<file path="config.mk">
export PLATFORM = sky130hd
export DESIGN_NAME = if_fetch_ctrl
export DESIGN_NICKNAME = d
export VERILOG_FILES = /design/src/rtl/if_fetch_ctrl.sv
export SDC_FILE = /design/constraint.sdc
export NUM_CORES = 1
export LEC_CHECK = 0
export BUFFER_PORTS_ARGS = -buffer_cell sky130_fd_sc_hd__buf_2
export CAP_MARGIN = 20
export CORE_MARGIN = 3
export CORE_UTILIZATION = 45
export CTS_CLUSTER_SIZE = 40
export DETAILED_ROUTE_END_ITERATION = 16
export GPL_ROUTABILITY_DRIVEN = 0
export PLACE_DENSITY = 0.81
export SYNTH_ARGS = -nofsm -noshare
export SYNTH_HDL_FRONTEND = slang
export SYNTH_SLANG_ARGS = --single-unit
</file>
<file path="constraint.sdc">
create_clock -name CLK -period 2 [get_ports CLK]
set_input_delay 0 -clock CLK [delete_from_list [all_inputs] [get_ports CLK]]
set_output_delay 0 -clock CLK [all_outputs]
set_load 0.02 [all_outputs]
</file>
<file path="src/rtl/if_fetch_ctrl.sv">
// ---------------------------------------------------------------------------------------------
// if_fetch_ctrl
//   Sequencer for the instruction-fetch stage of the MIPS pipeline. After reset it streams a
//   program from a loader into instruction memory, then releases fetch. While running it
//   steers the PC register and the IF/ID register from hazard and branch-resolution inputs,
//   and keeps saturating counts of stall cycles and accepted taken branches.
//
// Ports
//   CLK, RST                 clock (rising edge) and asynchronous active-high reset
//   LOAD_VALID/DATA/LAST     loader word stream; LOAD_READY high while loading
//   HAZARD_STALL             load-use hazard from ID
//   BRANCH_TAKEN             taken branch resolved this cycle
//   MEM_WRITE, IMEM_WADDR,   instruction memory write port (byte address, word aligned)
//   IMEM_WDATA
//   PC_CLEAR, PC_WRITE,      PC register control; PC_SRC 0 = PC+4, 1 = branch target
//   PC_SRC
//   IF_ID_WRITE, IF_ID_FLUSH IF/ID register enable and NOP insertion
//   FETCH_ACTIVE             high in RUN and FLUSH
//   LOAD_OVF                 sticky: program overran the memory without LOAD_LAST
//   STALL_CNT, FLUSH_CNT     saturating event counters
// ---------------------------------------------------------------------------------------------
module if_fetch_ctrl #(
    parameter int unsigned IMEM_WORDS   = 256,
    parameter int unsigned FLUSH_CYCLES = 1,
    parameter int unsigned CNT_W        = 16
) (
    input  logic             CLK,
    input  logic             RST,
    input  logic             LOAD_VALID,
    input  logic [31:0]      LOAD_DATA,
    input  logic             LOAD_LAST,
    output logic             LOAD_READY,
    input  logic             HAZARD_STALL,
    input  logic             BRANCH_TAKEN,
    output logic             MEM_WRITE,
    output logic [31:0]      IMEM_WADDR,
    output logic [31:0]      IMEM_WDATA,
    output logic             PC_CLEAR,
    output logic             PC_WRITE,
    output logic             PC_SRC,
    output logic             IF_ID_WRITE,
    output logic             IF_ID_FLUSH,
    output logic             FETCH_ACTIVE,
    output logic             LOAD_OVF,
    output logic [CNT_W-1:0] STALL_CNT,
    output logic [CNT_W-1:0] FLUSH_CNT
);

    localparam int unsigned PTR_W = (IMEM_WORDS > 1) ? $clog2(IMEM_WORDS) : 1;
    localparam logic [PTR_W-1:0] PTR_LAST   = PTR_W'(IMEM_WORDS - 1);
    localparam logic [2:0]       REM_RELOAD = 3'(FLUSH_CYCLES - 1);
    localparam logic [CNT_W-1:0] CNT_MAX    = '1;

    typedef enum logic [1:0] {StLoad, StRun, StFlush} state_e;

    state_e           state_q;
    logic [PTR_W-1:0] ptr_q;
    logic             ovf_q;
    logic [CNT_W-1:0] stall_cnt_q;
    logic [CNT_W-1:0] flush_cnt_q;
    logic [2:0]       rem_q;       // bubbles still owed after the current one

    function automatic logic [CNT_W-1:0] sat_inc(input logic [CNT_W-1:0] v);
        return (v == CNT_MAX) ? v : v + 1'b1;
    endfunction

    always_ff @(posedge CLK or posedge RST) begin
        if (RST) begin
            state_q     <= StLoad;
            ptr_q       <= '0;
            ovf_q       <= 1'b0;
            stall_cnt_q <= '0;
            flush_cnt_q <= '0;
            rem_q       <= '0;
        end else begin
            unique case (state_q)
                StLoad: begin
                    if (LOAD_VALID) begin
                        ptr_q <= ptr_q + 1'b1;
                        if (LOAD_LAST) begin
                            state_q <= StRun;
                        end else if (ptr_q == PTR_LAST) begin
                            // Last slot written without LAST: keep the word, flag, start.
                            ovf_q   <= 1'b1;
                            state_q <= StRun;
                        end
                    end
                end
                StRun: begin
                    // Branch outranks a simultaneous stall.
                    if (BRANCH_TAKEN) begin
                        flush_cnt_q <= sat_inc(flush_cnt_q);
                        if (FLUSH_CYCLES > 1) begin
                            state_q <= StFlush;
                            rem_q   <= REM_RELOAD;
                        end
                    end else if (HAZARD_STALL) begin
                        stall_cnt_q <= sat_inc(stall_cnt_q);
                    end
                end
                StFlush: begin
                    if (BRANCH_TAKEN) begin
                        // A new branch restarts the bubble train.
                        flush_cnt_q <= sat_inc(flush_cnt_q);
                        rem_q       <= REM_RELOAD;
                    end else if (rem_q <= 3'd1) begin
                        rem_q   <= '0;
                        state_q <= StRun;
                    end else begin
                        rem_q <= rem_q - 3'd1;
                    end
                end
                default: state_q <= StLoad;
            endcase
        end
    end

    always_comb begin
        LOAD_READY   = 1'b0;
        MEM_WRITE    = 1'b0;
        IMEM_WADDR   = '0;
        PC_CLEAR     = 1'b0;
        PC_WRITE     = 1'b0;
        PC_SRC       = 1'b0;
        IF_ID_WRITE  = 1'b0;
        IF_ID_FLUSH  = 1'b0;
        FETCH_ACTIVE = 1'b0;
        unique case (state_q)
            StLoad: begin
                LOAD_READY  = 1'b1;
                PC_CLEAR    = 1'b1;
                IF_ID_FLUSH = 1'b1;
                MEM_WRITE   = LOAD_VALID;
                IMEM_WADDR  = 32'({ptr_q, 2'b00});
            end
            StRun: begin
                FETCH_ACTIVE = 1'b1;
                if (BRANCH_TAKEN) begin
                    PC_SRC      = 1'b1;
                    PC_WRITE    = 1'b1;
                    IF_ID_WRITE = 1'b1;
                    IF_ID_FLUSH = 1'b1;
                end else if (!HAZARD_STALL) begin
                    PC_WRITE    = 1'b1;
                    IF_ID_WRITE = 1'b1;
                end
            end
            StFlush: begin
                // Stalls are ignored: the IF/ID contents are being discarded anyway.
                FETCH_ACTIVE = 1'b1;
                PC_WRITE     = 1'b1;
                IF_ID_WRITE  = 1'b1;
                IF_ID_FLUSH  = 1'b1;
                PC_SRC       = BRANCH_TAKEN;
            end
            default: ;
        endcase
    end

    assign IMEM_WDATA = LOAD_DATA;
    assign LOAD_OVF   = ovf_q;
    assign STALL_CNT  = stall_cnt_q;
    assign FLUSH_CNT  = flush_cnt_q;

endmodule

</file>
==> impl_metrics.tcl <==
set metrics [dict create \
    io_buffers 54 \
    fin_total_pwr_w 0.00236 \
    clockPowerShare_pct 24.0 \
    leakage_nw 1.44 \
    ys_types 46 \
    drv_cap 0 \
    cts_tree "done" \
    clockBufferDepth 2 \
    antenna_cells 0 \
    wl_per_cell_microns 13.2 \
    seq_area_sq_um 1050 \
    critPathKind "register to register" \
    ant_nets 0 \
    status "completed" \
    wirelength_mm 4.73 \
    drt_iter0_drc 43 \
    cts_buffers 5 \
    timing.final.crit_share_pct 92.4 \
    start_kind "register" \
    firstDrtPassIters 4 \
    swShare_pct 36.7 \
    areaGrowthSynthToFinish_pct 5.73 \
    h-tree-depth 2 \
    crit_fanout 4 \
    crit_arrival_ns 2.02 \
    antenna_found_initial 0 \
    avgSynthCellArea_sq_um 10.1 \
    clkTransAtPathRegs_ns 0.08 \
    grt_max_degree 43 \
    die_w_microns 82.0 \
    vias_per_cell 5.04 \
    fp-row-count 27 \
    ir_worst_vdd_mv 0.496 \
    postLayoutCellArea_sq_um 2750 \
    core_area_sq_um 5540 \
    die_height_microns 82.0 \
    period_minus_slack_ns 1.85 \
    rsz0062_at_grt "no" \
    cts_setup_buffers 0 \
    slew_headroom_pct 64.7 \
    post-route-drc-count 0 \
    grt-ovfl-total 0 \
    drv_slew 0 \
    hold_viol 0 \
    cts_root_buf "clkbuf_8" \
    crit_path_end_kind "register" \
    first_global_vias 1695 \
    comb_power_share_pct 27.9 \
    setup_tns_ns 0 \
    start_util_pct 46.9 \
    vias 1808 \
    clock_sinks 42 \
    synth_edf_count 0 \
    p_int_w 0.00149 \
    synthesis.area_sq_um 2600 \
    io_pins 143 \
    multiInputGateArea_sq_um 1160 \
    grt_pass1_wl_mm 7.66 \
    async_reset_ff_share_pct 100 \
    hpwl_mm 3.56 \
    yosysSeqAreaShare_pct 40.4 \
    fmax_ghz 0.541 \
    hold_slack_ns 0.00000561 \
    ys_ff_latch 42 \
    min_path_type "input port to output pin" \
    clk_latency_ns 0.29 \
    nets 327 \
    power_density_nw_per_um2 859 \
    drive_above_1_share_pct 28.9 \
    syn_inst 257 \
    switching_power_w 0.000867 \
    yosys_warnings 0 \
    setup_viol 0 \
    fill_cells 526 \
    place_area_sq_um 2620 \
    cp.required_ns 2.17 \
    skew_ns 0.00261 \
    seq_power_share_pct 48.1 \
    die-area_sq_um 6730 \
    worstMarginPinSlew_ns 0.530 \
    ys.flop_type "dfrtp_1" \
    gr-usage-all-layers_pct 14.6 \
]
-- path summary, 6_finish.rpt --
kind	to	cells after the start	slack, ns	startpoint
min reg2reg	LOAD_OVF	1	0.48	LOAD_OVF
min	IMEM_WDATA[1]	0	0.000006	LOAD_DATA[1]
max reg2reg	state_q[0]	6	0.15	ptr_q[0]
max in group asynchronous	FLUSH_CNT[15]	4	1.26	RST
min in group asynchronous	STALL_CNT[12]	4	0.37	RST
max	state_q[0]	6	0.15	ptr_q[0]
-- flip-flops by register name, indices dropped and copies added, names as in the netlist --
name,count
LOAD_OVF,1
state_q,1
STALL_CNT,16
ptr_q,8
FLUSH_CNT,16
-- synth_stat cells (2+ instances only) --
| cell type | count | area share (%) |
|---|---|---|
| buf_4 | 58 | 17 |
| dfrtp_1 | 42 | 40 |
| xor2_1 | 20 | 6.7 |
| nand3_1 | 16 | 3.1 |
| nand2_1 | 13 | 1.9 |
| nor2b_1 | 10 | 2.4 |
| a21oi_1 | 9 | 1.7 |
| xnor2_1 | 9 | 3.0 |
| nand4_1 | 8 | 1.9 |
| nor3_1 | 8 | 1.5 |
| inv_1 | 7 | 1.0 |
| and4_1 | 5 | 1.7 |
| and3_1 | 4 | 0.96 |
| mux2_2 | 4 | 1.7 |
| o21ai_0 | 4 | 0.77 |
| ha_1 | 3 | 1.4 |
| nor4_1 | 3 | 0.72 |
| and2_1 | 2 | 0.48 |
| clkbuf_1 | 2 | 0.29 |
| nor2_1 | 2 | 0.29 |
| nor4_4 | 2 | 1.6 |
| o31ai_1 | 2 | 0.58 |
-- layout make-up --
type | count | share of cell area (%)
Timing Repair Buffer | 61 | 12.0
Clock buffer | 6 | 3.00
Inverter | 7 | 0.956
Clock inverter | 2 | 0.455
Tap cell | 72 | 3.28
Multi-Input combinational cell | 169 | 42.1
Sequential cell | 42 | 38.2
-- timing repair --
action,in CTS,in global routing
endpoints found under the setup margin,0,1
hold buffers,3,0
resized for setup,0,1
hold endpoints to repair,43,0
-- metrics by stage --
step / setup WS (ns) / util, % / instances
after floorplan: 0.159 / - / 280
after global placement: 0.309 / 47.4 / 348
after detailed placement: 0.207 / 47.4 / 348
after CTS: 0.111 / 49.6 / 359
after global routing: 0.0412 / 49.6 / 359
final: 0.151 / 49.6 / 359
-- power by group through the flow --
stage	Clock, W	Sequential (W)	Combinational (W)
finish	0.000567	0.00114	0.000657
detailed placement	0	0.00115	0.000661
CTS	0.000590	0.00114	0.000668
global placement	0	0.00114	0.000651
global route	0.000621	0.00117	0.000725
floorplan	0	0.00128	0.000427
-- worst max-delay path, cell delays in order, from the launching register on --
cell and delay, ns:
dfrtp_1 0.41, ha_1 0.25, and3_1 0.15, and3_1 0.19, o21ai_1 0.11, dlygate4sd3_1 0.55, nand2_1 0.07
-- placed cells by master, fill, tap and decap left out, types with 2 or more instances in the layout --
| cell | instances |
|---|---|
| xnor2_1 | 9 |
| o21ai_0 | 3 |
| ha_1 | 3 |
| o31ai_1 | 2 |
| mux2_2 | 4 |
| nor4_1 | 3 |
| and4_1 | 5 |
| dfrtp_1 | 42 |
| buf_2 | 54 |
| and2_1 | 2 |
| nand4_1 | 8 |
| dlygate4sd3_1 | 3 |
| nand3_1 | 16 |
| and3_1 | 4 |
| nor2_1 | 2 |
| clkbuf_8 | 6 |
| nor3_1 | 8 |
| nor2b_1 | 10 |
| nand2_1 | 13 |
| a21oi_1 | 9 |
| xor2_1 | 20 |
| conb_1 | 24 |
| nor4_4 | 2 |
| buf_4 | 4 |
| inv_1 | 7 |
-- per-layer routing --
metal | track usage [%] | part of all wire (%) | vias to the layer above | wire length, microns
met5 | 0 | 0 | - | 0
met1 | 19.0 | 44 | 865 | 2070
met4 | 4.98 | 1.0 | 0 | 48
met3 | 4.17 | 7.5 | 12 | 354
met2 | 23.0 | 48 | 63 | 2260
li1 | - | - | 868 | -
-- cell families after synthesis --
family	after synthesis	share of synthesized area [%]
and+or+nand+nor	85	21.8
buffers and inverters	69	18.4
DFF	42	40.4
xor gates and xnor gates	29	9.77
AOI/OAI and AO/OA	22	5.29
muxes	6	2.74
adders and majority gates	3	1.44
other	1	0.144
Power figures use the tool's default switching activity.
